--- config.mk ---
export PLATFORM = sky130hd
export DESIGN_NAME = low_frequency_apb_flat
export DESIGN_NICKNAME = d
export VERILOG_FILES = /design/src/rtl/low_frequency_apb_if.sv /design/src/rtl/low_frequency_apb.sv /design/src/flat_wrapper.sv
export SDC_FILE = /design/constraint.sdc
export NUM_CORES = 1
export LEC_CHECK = 0
export CORE_ASPECT_RATIO = 1.4
export CORE_UTILIZATION = 36
export CTS_CLUSTER_SIZE = 24
export DETAILED_ROUTE_END_ITERATION = 8
export GPL_TIMING_DRIVEN = 0
export PLACE_DENSITY = 0.76
export RECOVER_POWER = 25
export SYNTH_ARGS = -nofsm -noshare
export SYNTH_HDL_FRONTEND = slang
export SYNTH_SLANG_ARGS = --single-unit
--- constraint.sdc ---
create_clock -name b_pclk -period 1.75 [get_ports b_pclk]
set_input_delay 0.4375 -clock b_pclk [delete_from_list [all_inputs] [get_ports b_pclk]]
set_output_delay 0.4375 -clock b_pclk [all_outputs]
set_load 0.1 [all_outputs]
--- src/rtl/low_frequency_apb_if.sv ---
// B-clock APB bus between the bridge's receiving half (master) and the downstream slave.
// Handshake: a transfer is offered while b_psel=1, b_penable=1 and completes on the edge where b_pready=1.
interface low_frequency_apb_if #(
  parameter int ADDR_WD = 32,
  parameter int DATA_WD = 32,
  parameter int STRB_WD = 4,
  parameter int PROT_WD = 3
) ();
  logic               b_psel;
  logic               b_penable;
  logic               b_pwrite;
  logic [ADDR_WD-1:0] b_paddr;
  logic [DATA_WD-1:0] b_pwdata;
  logic [PROT_WD-1:0] b_pprot;
  logic [STRB_WD-1:0] b_pstrb;
  logic [DATA_WD-1:0] b_prdata;
  logic               b_pready;

  modport master (
    output b_psel, b_penable, b_pwrite, b_paddr, b_pwdata, b_pprot, b_pstrb,
    input  b_prdata, b_pready
  );

  modport slave (
    input  b_psel, b_penable, b_pwrite, b_paddr, b_pwdata, b_pprot, b_pstrb,
    output b_prdata, b_pready
  );
endinterface

--- src/rtl/low_frequency_apb.sv ---
// Receiving half of the APB async bridge: turns a synchronised request toggle into one
// APB transfer on the B clock and answers with a completion toggle plus read data.
module low_frequency_apb #(
  parameter int                 ADDR_WD     = 32,
  parameter int                 DATA_WD     = 32,
  parameter int                 STRB_WD     = 4,
  parameter int                 PROT_WD     = 3,
  parameter int                 TIMEOUT_CYC = 0,
  parameter logic [DATA_WD-1:0] ERR_DATA    = 32'hDEAD_BEEF
) (
  input  logic               b_pclk,
  input  logic               b_prst_n,
  input  logic               a_apb_req,
  input  logic               write,
  input  logic [ADDR_WD-1:0] addr,
  input  logic [DATA_WD-1:0] wdata,
  input  logic [PROT_WD-1:0] prot,
  input  logic [STRB_WD-1:0] strb,
  output logic               b_ready_req,
  output logic [DATA_WD-1:0] rdata,
  output logic               b_timeout,
  output logic [1:0]         dbg_state,
  low_frequency_apb_if.master apb
);

  typedef enum logic [1:0] {IDLE = 2'd0, SETUP = 2'd1, ACCESS = 2'd2} state_t;

  localparam int CNT_WD = (TIMEOUT_CYC > 1) ? $clog2(TIMEOUT_CYC) : 1;
  localparam logic [CNT_WD-1:0] CNT_LAST = CNT_WD'((TIMEOUT_CYC > 0) ? TIMEOUT_CYC - 1 : 0);
  localparam bit TO_EN = (TIMEOUT_CYC > 0);

  state_t             state;
  logic               q1, q2, q3;
  logic               req_edge;
  logic               pending;
  logic [CNT_WD-1:0]  to_cnt;
  logic               timeout_hit;

  logic               psel_q, penable_q, pwrite_q;
  logic [ADDR_WD-1:0] paddr_q;
  logic [DATA_WD-1:0] pwdata_q;
  logic [PROT_WD-1:0] pprot_q;
  logic [STRB_WD-1:0] pstrb_q;

  assign req_edge    = q2 ^ q3;
  assign timeout_hit = TO_EN && (to_cnt == CNT_LAST) && !apb.b_pready;

  always_ff @(posedge b_pclk or negedge b_prst_n) begin
    if (!b_prst_n) begin
      q1          <= 1'b0;
      q2          <= 1'b0;
      q3          <= 1'b0;
      state       <= IDLE;
      pending     <= 1'b0;
      to_cnt      <= '0;
      b_ready_req <= 1'b0;
      rdata       <= '0;
      b_timeout   <= 1'b0;
      psel_q      <= 1'b0;
      penable_q   <= 1'b0;
      pwrite_q    <= 1'b0;
      paddr_q     <= '0;
      pwdata_q    <= '0;
      pprot_q     <= '0;
      pstrb_q     <= '0;
    end else begin
      q1        <= a_apb_req;
      q2        <= q1;
      q3        <= q2;
      b_timeout <= 1'b0;
      case (state)
        IDLE: begin
          // Payload is quasi-static: the A side holds it until our completion toggle returns.
          if (req_edge || pending) begin
            pwrite_q  <= write;
            paddr_q   <= addr;
            pwdata_q  <= wdata;
            pprot_q   <= prot;
            pstrb_q   <= strb;
            pending   <= 1'b0;
            psel_q    <= 1'b1;
            penable_q <= 1'b0;
            state     <= SETUP;
          end
        end
        SETUP: begin
          if (req_edge) pending <= 1'b1;
          penable_q <= 1'b1;
          state     <= ACCESS;
        end
        ACCESS: begin
          if (req_edge) pending <= 1'b1;
          if (apb.b_pready || timeout_hit) begin
            if (!pwrite_q) rdata <= apb.b_pready ? apb.b_prdata : ERR_DATA;
            b_timeout   <= !apb.b_pready;
            b_ready_req <= ~b_ready_req;
            psel_q      <= 1'b0;
            penable_q   <= 1'b0;
            to_cnt      <= '0;
            state       <= IDLE;
          end else if (TO_EN) begin
            to_cnt <= to_cnt + 1'b1;
          end
        end
        default: state <= IDLE;
      endcase
    end
  end

  assign apb.b_psel    = psel_q;
  assign apb.b_penable = penable_q;
  assign apb.b_pwrite  = pwrite_q;
  assign apb.b_paddr   = paddr_q;
  assign apb.b_pwdata  = pwdata_q;
  assign apb.b_pprot   = pprot_q;
  assign apb.b_pstrb   = pstrb_q;
  assign dbg_state     = state;

endmodule

--- src/flat_wrapper.sv ---
// flat-port wrapper written by rule: the top's interface ports become plain ports
module low_frequency_apb_flat 
#(
  parameter int                 ADDR_WD     = 32,
  parameter int                 DATA_WD     = 32,
  parameter int                 STRB_WD     = 4,
  parameter int                 PROT_WD     = 3,
  parameter int                 TIMEOUT_CYC = 0,
  parameter logic [DATA_WD-1:0] ERR_DATA    = 32'hDEAD_BEEF
)
  (b_pclk, b_prst_n, a_apb_req, write, addr, wdata, prot, strb, b_ready_req, rdata, b_timeout, dbg_state, apb_b_psel, apb_b_penable, apb_b_pwrite, apb_b_paddr, apb_b_pwdata, apb_b_pprot, apb_b_pstrb, apb_b_prdata, apb_b_pready);
  low_frequency_apb_if #(.ADDR_WD(ADDR_WD), .DATA_WD(DATA_WD), .STRB_WD(STRB_WD), .PROT_WD(PROT_WD)) apb_i ();
  input  logic b_pclk;
  input  logic b_prst_n;
  input  logic a_apb_req;
  input  logic write;
  input  logic [ADDR_WD-1:0] addr;
  input  logic [DATA_WD-1:0] wdata;
  input  logic [PROT_WD-1:0] prot;
  input  logic [STRB_WD-1:0] strb;
  output logic b_ready_req;
  output logic [DATA_WD-1:0] rdata;
  output logic b_timeout;
  output logic [1:0] dbg_state;
  output wire logic [$bits(apb_i.b_psel)-1:0] apb_b_psel;
  output wire logic [$bits(apb_i.b_penable)-1:0] apb_b_penable;
  output wire logic [$bits(apb_i.b_pwrite)-1:0] apb_b_pwrite;
  output wire logic [$bits(apb_i.b_paddr)-1:0] apb_b_paddr;
  output wire logic [$bits(apb_i.b_pwdata)-1:0] apb_b_pwdata;
  output wire logic [$bits(apb_i.b_pprot)-1:0] apb_b_pprot;
  output wire logic [$bits(apb_i.b_pstrb)-1:0] apb_b_pstrb;
  input wire logic [$bits(apb_i.b_prdata)-1:0] apb_b_prdata;
  input wire logic [$bits(apb_i.b_pready)-1:0] apb_b_pready;
  assign apb_b_psel = apb_i.b_psel;
  assign apb_b_penable = apb_i.b_penable;
  assign apb_b_pwrite = apb_i.b_pwrite;
  assign apb_b_paddr = apb_i.b_paddr;
  assign apb_b_pwdata = apb_i.b_pwdata;
  assign apb_b_pprot = apb_i.b_pprot;
  assign apb_b_pstrb = apb_i.b_pstrb;
  assign apb_i.b_prdata = apb_b_prdata;
  assign apb_i.b_pready = apb_b_pready;
  low_frequency_apb #(.ADDR_WD(ADDR_WD), .DATA_WD(DATA_WD), .STRB_WD(STRB_WD), .PROT_WD(PROT_WD), .TIMEOUT_CYC(TIMEOUT_CYC), .ERR_DATA(ERR_DATA)) u_core (.b_pclk(b_pclk), .b_prst_n(b_prst_n), .a_apb_req(a_apb_req), .write(write), .addr(addr), .wdata(wdata), .prot(prot), .strb(strb), .b_ready_req(b_ready_req), .rdata(rdata), .b_timeout(b_timeout), .dbg_state(dbg_state), .apb(apb_i));
endmodule
Word-level counts from Yosys, hierarchy flattened
Cells that the tools add are included.
{"block": "word_totals", "elab_cells": 49, "input_bits": 108, "register_bits": 114}
{"block": "op_classes", "n_mux": 12, "eq_ne": 5, "reduce_logical": 14, "bitwise_logic": 3}
{"operator": "3-bit AND reduction", "count": 4}
{"operator": "1-bit two-way mux", "count": 6}
{"operator": "2-bit case mux with 3 select lines", "count": 1}
{"operator": "2-bit AND reduction", "count": 3}
{"operator": "2-bit two-way mux", "count": 2}
{"operator": "2-bit by 1-bit inequality test with 1-bit output, second input constant", "count": 2}
{"operator": "1-bit case mux with 2 select lines", "count": 2}
{"operator": "2-bit nonzero test", "count": 2}
{"operator": "1-bit case mux with 3 select lines", "count": 1}
{"operator": "3-bit nonzero test", "count": 1}
{"operator": "2-bit by 1-bit == test with 1-bit output, second input constant", "count": 1}
{"operator": "2-bit == test, second input constant", "count": 1}
{"operator": "2-bit logical NOT", "count": 1}
{"operator": "2-bit inequality test, second input constant", "count": 1}
{"operator": "1-bit inverter", "count": 2}
{"operator": "2-bit OR reduction", "count": 1}
{"operator": "1-bit logical NOT", "count": 1}
{"operator": "1-bit logical OR", "count": 1}
{"operator": "1-bit bitwise XOR", "count": 1}

Logic depth before layout (Yosys ltp)
Gate-level depths: netlist (run 1).
{"block": "logic_depth", "ltp_word": 4, "depth_mapped": 7, "depth_no_buf": 5}

Least setup slack after synthesis (run 1)
Ideal clock, no wire load.
{"block": "synth_path", "path_kind": "register to register", "from": "register u_core.state[0], in the netlist u_core.dbg_state[0]", "to": "register u_core.rdata[1]", "arrival_time_ns": 2.242, "synth_period_minus_slack_ns": 2.368, "stages_incl_launch_ff": 8, "setup_slack_ns": -0.618, "n_path_buf": 2, "setup_time_ns": 0.126, "path_cell_list": "dfrtp_1 -> inv_1 -> ha_1 -> nand2_2 -> or2_2 -> clkbuf_2 -> clkbuf_8 -> mux2_2"}
{"block": "synth_between", "elab_chain_cells": 2}
{"item": "start, declared", "line": "low_frequency_apb.sv:32", "source": "state_t state;"}
{"item": "start signal, assigned", "line": "low_frequency_apb.sv:53", "source": "state <= IDLE;"}
{"item": "start signal, assigned", "line": "low_frequency_apb.sv:83", "source": "state <= SETUP;"}
{"item": "start signal, assigned", "line": "low_frequency_apb.sv:89", "source": "state <= ACCESS;"}
{"item": "2-bit == test", "line": "low_frequency_apb.sv:71", "source": "case (state)"}
{"item": "3-bit AND reduction (no source line)"}
{"item": "end signal, assigned", "line": "low_frequency_apb.sv:94", "source": "if (!pwrite_q) rdata <= apb.b_pready ? apb.b_prdata : ERR_DATA;"}
{"item": "end, declared", "line": "low_frequency_apb.sv:20", "source": "output logic [DATA_WD-1:0] rdata,"}
No other way between the ends.
A chain may end at the register's enable or synchronous reset.

Worst setup path in the final report (run 1)
{"block": "layout_path", "from": "register u_core.state[0], in the netlist u_core.dbg_state[0]", "to": "output port dbg_state[0]"}
{"item": "end, declared", "line": "flat_wrapper.sv:24", "source": "output logic [1:0] dbg_state;"}
No word-level cell between the ends.

==> run summary, run 1 <==
Outcome: finished, final reports clean
Post-layout util: 0.590
Top cell family by delay on the critical path: flip-flops
Final nets: 610
Mean post-synth cell area: 17.1 µm²
Row Count: 47
Slowest cell on the critical path: dfrtp_4
CTS sink count: 113
Seq/Total Area, Yosys: 0.643
Ratio of final minimum period to clock period: 0.976
Routed length per placed instance: 16.3 µm
Slew headroom: 0.209
Final Hold Slack: 267 ps
Initial DRC Count: 36
Worst hold path type: in2async
Clock buffer depth: 2
Main area contributors after synthesis: dfrtp_1, mux2_2, clkbuf_8
CORE AREA: 11900 µm²
CP Buf/Inv Count: 1
IO Pins: 218
H-tree levels: 4
CP Capture Type: output port
Worst Path Required: 1310 ps
Worst-path clk slew: 60 ps
Tot GR Track Use: 0.176
Grt ovf: 0
Detail Placement HPWL: 7960 µm
Crit start category: register
Multi-input logic area: 1440 µm²
Top cell type's share of synthesized area: 0.643
N_diodes: 0
Mapped Area: 4400 µm²
DRC: 0
Top cell type by total area after synthesis: dfrtp_1
Initial antenna violation count: 0
Port Buffer Count: 216
FMAX: 586 MHz
Synth Area in Simple Gates: 0.0105
Area Growth Syn to Fin: 59.2%
Fraction of layout cells with a size suffix above 1: 0.537
Final slew viol count: 0
Root buffer cell: clkbuf_16
Xor/xnor share of the synthesized area: 0.00597
Max stage delay on crit path: 440 ps
Finish-stage setup viols: 0
Die height: 133 µm
Hold bufs inserted after CTS: 0
Hold Vio Cnt, Final: 0
Clk_lat worst skew: 400 ps
Router iterations before antenna repair: 4
Largest family of logic cells by synthesized area: multiplexers
CTS tree: built
Post-Synth Adder-Cell Area: 0.0142
Kind of critical path: reg2out
Die area: 12700 µm²
CP Max Fanout: 4
First-pass GRT wire length: 16800 µm
Setup WS post-layout: 42.7 ps
Post-Route WL: 10700 µm
Worst slack at placement: -261 ps
Largest net degree at the start of global routing: 70
Final min period: 1710 ps
Worst path cell trace: buf_2
Worst-margin pin slew: 1190 ps
Mux share of post-synthesis cell area: 0.280
Die X: 95.4 µm
Via density per instance: 4.60
Maxcap violations: 0
Synth Instances: 258
RSZ-0062 raised after global routing: no
Cell variety after synth: 22
Final GP Congestion: 0.728
Vias in the first global route: 3436
Synth warn: 0
#FFs+latches synth: 113
Fillcell total: 985
Worst Path Arrival: 1270 ps
Layout Skew: 6.64 ps
Synth Area in Compound Gates: 0.00995
Antenna viol nets, final: 0
DR vias: 3025
Initial Util: 0.370
Register area: 2840 µm²
Num CTS Buffers: 17
Syn Nets: 371
-- Yosys cell counts --
cell type,n
clkbuf_2,1
dfrtp_1,113
nand2_2,1
o21ai_4,1
nand3_1,2
a21oi_1,1
xor2_1,1
nand2_1,1
inv_1,3
clkbuf_8,9
ha_1,5
nor2b_1,2
or2_2,1
and2b_1,1
a211oi_1,1
buf_4,1
o21ai_0,3
xnor2_1,2
buf_6,1
mux2_2,100
mux2_4,7
conb_1,1
-- per-stage QoR --
| stage | cells | instance area [µm²] | TNS, ps |
|---|---|---|---|
| floorplan | 258 | 4450 | -3580 |
| global placement | 621 | 6800 | -471850 |
| detailed placement | 622 | 6820 | -24090 |
| CTS | 657 | 7330 | 0 |
| global route | 657 | 7010 | 0 |
| finish | 657 | 7010 | 0 |
-- placed cells by master, fill, tap and decap left out, types with 2 or more instances in the layout --
| master | count |
|---|---|
| ha_1 | 3 |
| clkinv_4 | 2 |
| ha_4 | 2 |
| clkdlybuf4s50_1 | 105 |
| clkbuf_8 | 10 |
| buf_2 | 107 |
| nand3_1 | 2 |
| buf_4 | 4 |
| dfrtp_4 | 2 |
| mux2_4 | 7 |
| mux2_2 | 100 |
| dfrtp_1 | 110 |
| bufinv_16 | 6 |
| inv_1 | 2 |
| xnor2_1 | 2 |
| clkbuf_16 | 18 |
| clkinvlp_4 | 3 |
| o21ai_0 | 3 |
-- registers in the layout, summed over array words and instances (netlist names) --
name and cells:
u_core.q2 1, u_core.dbg_state 2, u_core.b_ready_req 1, u_core.apb.b_pwdata 32, u_core.apb.b_pprot 3, u_core.q3 1
u_core.apb.b_paddr 32, u_core.apb.b_pstrb 4, u_core.apb.b_psel 1, u_core.apb.b_penable 1, u_core.apb.b_pwrite 1, u_core.q1 1
u_core.rdata 32, u_core.pending 1
-- repair_timing --
action | in CTS | in global routing
resized for setup | 468 | 79
buffers inserted | 4 | 0
pin swaps | 1 | 0
hold endpoints to repair | 0 | 0
setup endpoints to repair | 126 | 72
-- metal layers --
layer  routed length, µm  GRT usage  vias up
met5                   0          0        -
met4                 319     0.0837        0
met2                5740      0.310      143
li1                    -          -     1374
met3                 856     0.0661       21
met1                3780      0.180     1487
-- worst paths after layout --
path,slack [ps],end,cells past startpoint,start
hold / removal,270,u_core.rdata[1],1,b_prst_n
max in group asynchronous,560,u_core.apb.b_pwdata[0],2,b_prst_n
setup / recovery,40,dbg_state[0],1,u_core.dbg_state[0]
min in group b_pclk,350,u_core.q2,0,u_core.q1
setup reg to reg,70,u_core.rdata[5],6,u_core.dbg_state[0]
hold reg to reg,350,u_core.q2,0,u_core.q1
-- layout make-up --
type,instances,area share
clock inverter,12,0.0327
sequential,113,0.405
clock buffer,20,0.0652
inverter,3,0.00196
tap,147,0.0262
multi-input combinational,130,0.206
timing repair buffer,221,0.241
buffer,11,0.0220
-- kinds of logic (layout without fill, tap and decap cells) --
| logic type | Yosys count | in the layout |
|---|---|---|
| flip-flops | 113 | 113 |
| AND/OR/NAND/NOR | 8 | 8 |
| adder cells (fa/ha/maj) | 5 | 5 |
| other | 1 | 1 |
| buffers and inverters | 15 | 267 |
| multiplexers | 107 | 107 |
| XOR/XNOR | 3 | 3 |
| AO/OA/AOI/OAI | 6 | 6 |
Power of run 1 is not shown: default switching activity piles up to over one toggle a cycle in this logic, so the estimate is an artifact.
==> run 2, diff against run 1 <==
--- a/config.mk
+++ b/config.mk
@@ -7,7 +7,7 @@
 export LEC_CHECK = 0
 export CORE_ASPECT_RATIO = 1.4
 export CORE_UTILIZATION = 36
-export CTS_CLUSTER_SIZE = 24
+export CTS_CLUSTER_SIZE = 28
 export DETAILED_ROUTE_END_ITERATION = 8
 export GPL_TIMING_DRIVEN = 0
 export PLACE_DENSITY = 0.76
==> results of run 2 <==
The final DEF is identical to that of run 1; final timing and power are the same.
Power of run 2 is left out for the same reason.
